<file path="src/rtl/vector_fetch_unit.sv">
// vector_fetch_unit
//   Datapath-side responder to vector-fetch requests. Each request reads the
//   reset/interrupt/reserved vector slot (VEC_BASE + 2*fetch_src) from
//   instruction memory over a req/ack port, assembles a 16-bit (one word) or
//   32-bit (two words, high word first) target and loads it into the PC with
//   a one-cycle pc_we strobe. busy stalls the front end while a sequence is
//   in flight or a request is pending.
//
// Ports
//   clk, rst        clock (rising edge), asynchronous active-low reset
//   fetch           request level; a rising level (vs. registered copy) is an event
//   extend          1 = 32-bit vector, 0 = 16-bit vector
//   fetch_src       vector slot select (00 reset, 01 interrupt, 10/11 reserved)
//   mem_req/mem_addr/mem_rdata/mem_ack   instruction-memory read port
//   pc_we, pc_next  PC load strobe and value (value held after the strobe)
//   busy            sequence in progress or request pending
//   err             timeout abort pulse
//
// Configuration
//   VECTOR_TIMEOUT_EN  when defined, a read that waits TIMEOUT consecutive
//                      request cycles without mem_ack is aborted (err pulse,
//                      no PC load). When undefined, reads wait indefinitely
//                      and err is tied low.

module vector_fetch_unit #(
  parameter int unsigned ADDR_W   = 16,
  parameter int unsigned VEC_BASE = 0,
  parameter int unsigned TIMEOUT  = 15
) (
  input  logic              clk,
  input  logic              rst,
  input  logic              fetch,
  input  logic              extend,
  input  logic [1:0]        fetch_src,
  output logic              mem_req,
  output logic [ADDR_W-1:0] mem_addr,
  input  logic [15:0]       mem_rdata,
  input  logic              mem_ack,
  output logic              pc_we,
  output logic [31:0]       pc_next,
  output logic              busy,
  output logic              err
);

  typedef enum logic [1:0] {
    IDLE  = 2'd0,
    RD_HI = 2'd1,
    RD_LO = 2'd2,
    LOAD  = 2'd3
  } state_t;

  localparam logic [ADDR_W-1:0] BASE_ADDR = ADDR_W'(VEC_BASE);

  state_t              state_q, state_d;
  logic                fetch_d_q;
  logic [ADDR_W-1:0]   addr_q, addr_d;
  logic [15:0]         hi_q, hi_d;
  logic [31:0]         pc_next_q, pc_next_d;
  logic [1:0]          req_src_q, req_src_d;
  logic                req_ext_q, req_ext_d;
  logic                pend_v_q, pend_v_d;
  logic [1:0]          pend_src_q, pend_src_d;
  logic                pend_ext_q, pend_ext_d;

  logic                req_event;
  logic                preempt;

`ifdef VECTOR_TIMEOUT_EN
  localparam int unsigned CNT_W = ($clog2(TIMEOUT + 1) > 4) ? $clog2(TIMEOUT + 1) : 4;
  localparam logic [CNT_W-1:0] TO_LAST = CNT_W'(TIMEOUT - 1);

  logic [CNT_W-1:0]    cnt_q, cnt_d;
  logic                err_q, err_d;

  assign err = err_q;
`else
  logic                unused_timeout;

  assign unused_timeout = (TIMEOUT != 0);
  assign err            = 1'b0;
`endif

  // Only a rising request level is an event; fetch_d_q resets low so a
  // request already high when reset releases still counts.
  assign req_event = fetch & ~fetch_d_q;
  assign preempt   = req_event & (fetch_src == 2'b00);

  assign mem_req  = (state_q == RD_HI) || (state_q == RD_LO);
  assign mem_addr = addr_q;
  assign pc_we    = (state_q == LOAD);
  assign pc_next  = pc_next_q;
  assign busy     = (state_q != IDLE) || pend_v_q;

  always_comb begin
    state_d    = state_q;
    addr_d     = addr_q;
    hi_d       = hi_q;
    pc_next_d  = pc_next_q;
    req_src_d  = req_src_q;
    req_ext_d  = req_ext_q;
    pend_v_d   = pend_v_q;
    pend_src_d = pend_src_q;
    pend_ext_d = pend_ext_q;
`ifdef VECTOR_TIMEOUT_EN
    cnt_d      = cnt_q;
    err_d      = 1'b0;
`endif

    case (state_q)
      IDLE: begin
        // A fresh event takes priority over (and discards) a pending one.
        if (req_event || pend_v_q) begin
          req_src_d = req_event ? fetch_src : pend_src_q;
          req_ext_d = req_event ? extend    : pend_ext_q;
          pend_v_d  = 1'b0;
          addr_d    = BASE_ADDR + ADDR_W'({req_src_d, 1'b0});
          state_d   = req_ext_d ? RD_HI : RD_LO;
`ifdef VECTOR_TIMEOUT_EN
          cnt_d     = '0;
`endif
        end
      end

      RD_HI, RD_LO: begin
        // Any event while busy is parked in the pending slot. A reset-vector
        // event also abandons the current read: going through IDLE drops
        // mem_req for one cycle and the pending slot restarts the sequence.
        if (req_event) begin
          pend_v_d   = 1'b1;
          pend_src_d = fetch_src;
          pend_ext_d = extend;
        end
        if (preempt) begin
          state_d = IDLE;
        end else if (mem_ack) begin
          if (state_q == RD_HI) begin
            hi_d    = mem_rdata;
            addr_d  = addr_q + ADDR_W'(1);
            state_d = RD_LO;
          end else begin
            pc_next_d = req_ext_q ? {hi_q, mem_rdata} : {16'h0000, mem_rdata};
            state_d   = LOAD;
          end
`ifdef VECTOR_TIMEOUT_EN
          cnt_d = '0;
`endif
        end else begin
`ifdef VECTOR_TIMEOUT_EN
          if (cnt_q == TO_LAST) begin
            state_d = IDLE;
            err_d   = 1'b1;
            cnt_d   = '0;
          end else begin
            cnt_d = cnt_q + CNT_W'(1);
          end
`endif
        end
      end

      LOAD: begin
        // The load strobe always completes; an event here waits in pending.
        state_d = IDLE;
        if (req_event) begin
          pend_v_d   = 1'b1;
          pend_src_d = fetch_src;
          pend_ext_d = extend;
        end
      end

      default: state_d = IDLE;
    endcase
  end

  always_ff @(posedge clk or negedge rst) begin
    if (!rst) begin
      state_q    <= IDLE;
      fetch_d_q  <= 1'b0;
      addr_q     <= '0;
      hi_q       <= '0;
      pc_next_q  <= '0;
      req_src_q  <= '0;
      req_ext_q  <= 1'b0;
      pend_v_q   <= 1'b0;
      pend_src_q <= '0;
      pend_ext_q <= 1'b0;
`ifdef VECTOR_TIMEOUT_EN
      cnt_q      <= '0;
      err_q      <= 1'b0;
`endif
    end else begin
      state_q    <= state_d;
      fetch_d_q  <= fetch;
      addr_q     <= addr_d;
      hi_q       <= hi_d;
      pc_next_q  <= pc_next_d;
      req_src_q  <= req_src_d;
      req_ext_q  <= req_ext_d;
      pend_v_q   <= pend_v_d;
      pend_src_q <= pend_src_d;
      pend_ext_q <= pend_ext_d;
`ifdef VECTOR_TIMEOUT_EN
      cnt_q      <= cnt_d;
      err_q      <= err_d;
`endif
    end
  end

endmodule

</file>
<file path="config.mk">
export PLATFORM = sky130hd
export DESIGN_NAME = vector_fetch_unit
export DESIGN_NICKNAME = d
export VERILOG_FILES = /design/src/rtl/vector_fetch_unit.sv
export SDC_FILE = /design/constraint.sdc
export NUM_CORES = 1
export LEC_CHECK = 0
export ABC_CLOCK_PERIOD_IN_PS = 2000
export BUFFER_PORTS_ARGS = -buffer_cell sky130_fd_sc_hd__buf_2
export CORE_ASPECT_RATIO = 1.75
export CORE_UTILIZATION = 49
export DETAILED_ROUTE_END_ITERATION = 16
export PLACE_DENSITY = 0.76
export REMOVE_ABC_BUFFERS = 1
export SLEW_MARGIN = 15
export SYNTH_ARGS = -nofsm -noshare
export SYNTH_HDL_FRONTEND = slang
export SYNTH_SLANG_ARGS = --single-unit
</file>
<file path="constraint.sdc">
create_clock -name clk -period 2 [get_ports clk]
set_input_delay 0.5 -clock clk [delete_from_list [all_inputs] [get_ports clk]]
set_output_delay 0.5 -clock clk [all_outputs]
set_load 0.005 [all_outputs]
</file>
# Word level (Yosys, flattened, before mapping)
# Cells that the tools add are included.
word_totals:
  reg_bits: 72
  word_cells: 56
  out_inout_bits: 52
op_classes:
  bitwise: 5
  reduce_logical: 15
  addsub: 1
  mux: 17
  eq_ne: 9
op_table:
  columns: ["cell", "count"]
  rows:
  - ["$mux 16", 4]
  - ["$mux 32", 1]
  - ["$pmux 16 s2", 1]
  - ["$add 16x1->16 const B", 1]
  - ["$mux 2", 5]
  - ["$ne 2x2->1 const B", 4]
  - ["$reduce_and 4->1", 2]
  - ["$pmux 2 s3", 1]
  - ["$reduce_and 2->1", 3]
  - ["$reduce_and 5->1", 1]
  - ["$eq 2x2->1 const B", 2]
  - ["$logic_not 2->1", 2]
  - ["$mux 1", 4]
  - ["$reduce_bool 2->1", 2]
  - ["$logic_or 1x1->1", 3]
  - ["$ne 3x3->1 const B", 1]
  - ["$not 1->1", 3]
  - ["$reduce_or 3->1", 1]
  - ["$and 1x1->1", 2]
  - ["$eq 2x1->1 const B", 1]
  - ["$ne 2x1->1 const B", 1]
  - ["$pmux 1 s2", 1]
  - ["$reduce_or 2->1", 1]

# Logic depth before layout (Yosys ltp)
depth:
  depth_word: 6
  mapped_depth: 8
  depth_no_buf: 6

# Least setup slack after synthesis
# No wires, ideal clock.
synth_timing:
  path_type: "input-to-reg"
  startpoint: "input fetch_src[1]"
  endpoint: "register hi_q[10]"
  slack_ns: -0.003
  required_time_ns: 1.875
  path_stages: 6
  setup_time_ns: 0.125
  t_arrival_ns: 1.878
  cell_sequence: "or4b_1 > buf_2 > and3_4 > buf_6 > buf_8 > mux2_4"
synth_between:
  elab_chain_cells: 4
synth_rtl:
  columns: ["element", "line", "rtl"]
  rows:
  - ["start: declaration", "34", "input logic [1:0] fetch_src,"]
  - ["$logic_not 2->1", "86", "assign preempt = req_event & (fetch_src == 2'b00);"]
  - ["$and 1x1->1", "86", null]
  - ["$not 1->1 (no line)", null, null]
  - ["$reduce_and 4->1 (no line)", null, null]
  - ["end signal: assignment", "194", "hi_q <= hi_d;"]
  - ["end: declaration", "57", "logic [15:0] hi_q, hi_d;"]
# No other way between the ends.
# A chain may end at the register's enable or synchronous reset.

# Worst setup path in the final report
layout_timing:
  startpoint: "register state_q[0]"
  endpoint: "output mem_req"
layout_between:
  elab_chain_cells: 2
layout_rtl:
  columns: ["element", "line", "rtl"]
  rows:
  - ["start: declaration", "54", "state_t state_q, state_d;"]
  - ["start signal: assignment", "191", "state_q <= state_d;"]
  - ["$eq 2x1->1 / $eq 2x2->1 (equally long branches)", "88", "assign mem_req = (state_q == RD_HI) || (state_q == RD_LO);"]
  - ["$logic_or 1x1->1 (*)", "88", null]
  - ["end: declaration", "35", "output logic mem_req,"]
# Mark *: on every way between the ends. The rest lies on a longest branch, timed or not.

==> key figures <==
Synthesis
  • Synth Area in Adders: 0.0185
  • Post-synthesis mux area share: 0.147
  • Largest family of logic cells by synthesized area: simple AND/OR/NAND/NOR gates
  • Post-synth EDFFs: 0
  • Seq cells post-synth: 72
  • Synth Area in Compound Gates: 0.102
  • Register area share after synthesis: 0.533
  • Xor/xnor cell area share of the yosys netlist: 0
  • Synth Cell Area: 0.00338 mm2
  • Synth Area per Inst: 11.4 um2
  • Async SR Flop Fraction: 1.00
  • Simple-Gate Fraction of Synth Area: 0.167
  • Main synth FF type: dfrtp_1
  • Syn. warnings: 0
  • Unique masters post-synth: 46
  • Cells after synthesis: 296

Timing
  • Fin Setup TNS: 0 ps
  • Max-slew violation count: 0
  • RSZ-0062 raised after global routing: false
  • Final setup fails: 0
  • Worst rel slew slack: 0.588
  • Fmax: 0.526 GHz
  • Post-Route Skew: 5.02 ps
  • Final Cycle Share: 0.950
  • Final Critical Period: 1900 ps
  • Hold Violations, Final: 0
  • Slew @ Worst Pin: 618 ps
  • Hold slack: 186 ps

Die
  • Core outline area: 0.00659 mm2
  • Starting density of the core: 0.513
  • Die ar.: 0.00725 mm2
  • Row count: 39
  • IO Pins: 75
  • Die Width: 64.8 um
  • Die Y: 112 um

Power
  • Worst VDD drop: 892 uV
  • Power per cell area: 1550 mW/mm2
  • P_sw: 0.00226 W
  • Total Power: 0.00692 W
  • Switching Fraction: 0.326
  • Clock Power Share: 0.247
  • Leakage: 2.12 nW
  • Cell internal pwr: 0.00466 W
  • Gate power share: 0.411
  • Register share of total power: 0.342

Worst setup path
  • Slowest library cell on the worst path: dfrtp_1
  • CP Class: flip-flop to output port
  • Worst-path cell chain: inv_1, ha_4, buf_4, buf_2
  • Reg2reg path depth: 5
  • Crit path largest cell delay: 350 ps
  • Crit-path max FO: 14
  • CP top delay family: buffers and inverters
  • Buf/Inv on CP: 3
  • Critical R2R Capture: mem_addr[14]$_DFFE_PN0P_
  • Worst reg2reg path startpoint: mem_addr[0]$_DFFE_PN0P_
  • Nature of the critical path endpoint: output port
  • R2R setup slack: 120 ps
  • Critical Path RT: 1500 ps
  • Critical path arrival: 1400 ps
  • Type of origin of the critical path: flip-flop

Clock network
  • Clock Path Buffers: 2
  • Worst-path clk slew: 60 ps
  • CTS Sinks: 72
  • # H-tree levels: 3
  • CTS Buf Count: 9
  • CTS tree: built
  • CTS Root Cell: clkbuf_16
  • Skew-Pair Late Insertion Delay: 320 ps

Drt
  • DRT iter0 DRCs: 155
  • # DRC: 0
  • WL final: 7720 um
  • Post-route ant nets: 0
  • Via count: 2707
  • Vias per inst: 5.55
  • Router iterations before antenna repair: 4
  • Avg WL per Cell: 15.8 um

Final layout
  • Ratio of cells with drive above 1 in the final layout: 0.424
  • Fillers: 490
  • Layout Nets: 429
  • Area growth from synthesis to layout: 31.6%
  • Inserted Diodes: 0

Global routing
  • Total grt overflow: 0
  • Vias in the first global route: 2666
  • Initial antenna violation count: 0
  • GRT Overall Usage: 0.232
  • Largest net degree at the start of global routing: 25
  • Global-route wire length before repair: 12800 um

Min path
  • Min-Delay Path Class: input pin to asynchronous set/reset pin

Run
  • MaxCap Viol Count: 0

Outcome
  • Outcome: completed

Place
  • Routability cong.: 0.922
  • PortBufs: 73
  • Post-DP HPWL: 5580 um
cells in the final DEF, fill, tap and decap left out, types with 3 or more instances in the layout:
master and count:
a211o_1 3, a21o_1 3, and2_1 6, and3_1 4
and4_1 6, buf_12 4, buf_2 73, buf_4 33
clkbuf_16 9, dfrtp_1 71, inv_1 4, mux2_2 28
mux2_4 10, mux2i_1 3, nand2_1 39, nand2b_1 8
nand3_1 8, nand4_1 5, nor2_1 9, nor4_1 3
o21ai_0 24
layer usage:
metal  routed length, um  track usage  vias to the layer above
met5                   0            0                        -
met3                 286       0.0471                       11
met2                4120        0.400                       77
met1                3160        0.271                     1328
met4                 143        0.104                        0
li1                    -            -                     1291
layout make-up:
cell class,instances,area (um2),share of cell area
sequential,72,1800,0.405
multi-input combinational,203,1510,0.339
inverter,5,18.8,0.00422
timing repair buffer,110,693,0.156
tap,82,103,0.0231
clock inverter,5,80.1,0.0180
clock buffer,11,243,0.0545
cells by family after synthesis:
group,count (synthesis)
AND/OR/NAND/NOR,105
flip-flops,72
AO/OA/AOI/OAI,51
multiplexers,41
buffers and inverters,21
adder cells (fa/ha/maj),5
other,1
cell usage after synthesis, drive strengths merged (3+ instances only):
library cell   n  share of area
a211o          3         0.0078
a21o           3         0.0067
and2           6          0.011
and3           6          0.013
and4           6          0.016
buf            9          0.019
clkbuf         7         0.0078
dfrtp         72           0.53
ha             5          0.019
inv            5         0.0056
mux2          38           0.14
mux2i          3         0.0089
nand2         40          0.045
nand2b         8          0.015
nand3          8          0.012
nand4          5         0.0093
nor2          10          0.011
nor4           3         0.0056
o21ai         24          0.036
how the worst max path moves through the flow:
stage | start | endpoint | depth (start not counted)
after global routing | mem_addr[0]$_DFFE_PN0P_ | mem_addr[14]$_DFFE_PN0P_ | 5
after CTS | state_q[1]$_DFFE_PN0P_ | mem_req | 4
after global placement | fetch | mem_addr[5]$_DFFE_PN0P_ | 5
final | state_q[0]$_DFFE_PN0P_ | mem_req | 4
after detailed placement | fetch | mem_addr[8]$_DFFE_PN0P_ | 5
after floorplan | state_q[0]$_DFFE_PN0P_ | pc_next[0]$_DFFE_PN0P_ | 4
power groups by stage:
stage               clock (W)  sequential [W]  combinational, W
floorplan                   0         0.00234           0.00154
global placement            0         0.00234           0.00265
detailed placement          0         0.00238           0.00274
CTS                   0.00174         0.00236           0.00276
global route          0.00179         0.00243           0.00311
finish                0.00171         0.00236           0.00284
sequential cells by signal, indices dropped and copies added (netlist names):
signal,cells
fetch_d_q,1
hi_q,16
mem_addr,16
pc_next,32
pend_ext_q,1
pend_src_q,2
pend_v_q,1
req_ext_q,1
state_q,2
what timing repair did:
item / CTS / global route
buffers inserted: 0 / 1
pin swaps: 0 / 1
setup endpoints to repair: 9 / 8
hold buffers: 0 / 0
resized for setup: 1 / 8
metrics by stage:
step / std cells / worst slack [ps] / cell area, um2 / utilization
finish: 488 / 101 / 4450 / 0.676
global route: 488 / 4.49 / 4450 / 0.676
CTS: 487 / 30.8 / 4400 / 0.669
detailed placement: 471 / -285 / 4080 / 0.619
global placement: 471 / -250 / 4080 / 0.619
floorplan: 280 / -819 / 3290 / -
Power figures use the tool's default switching activity.
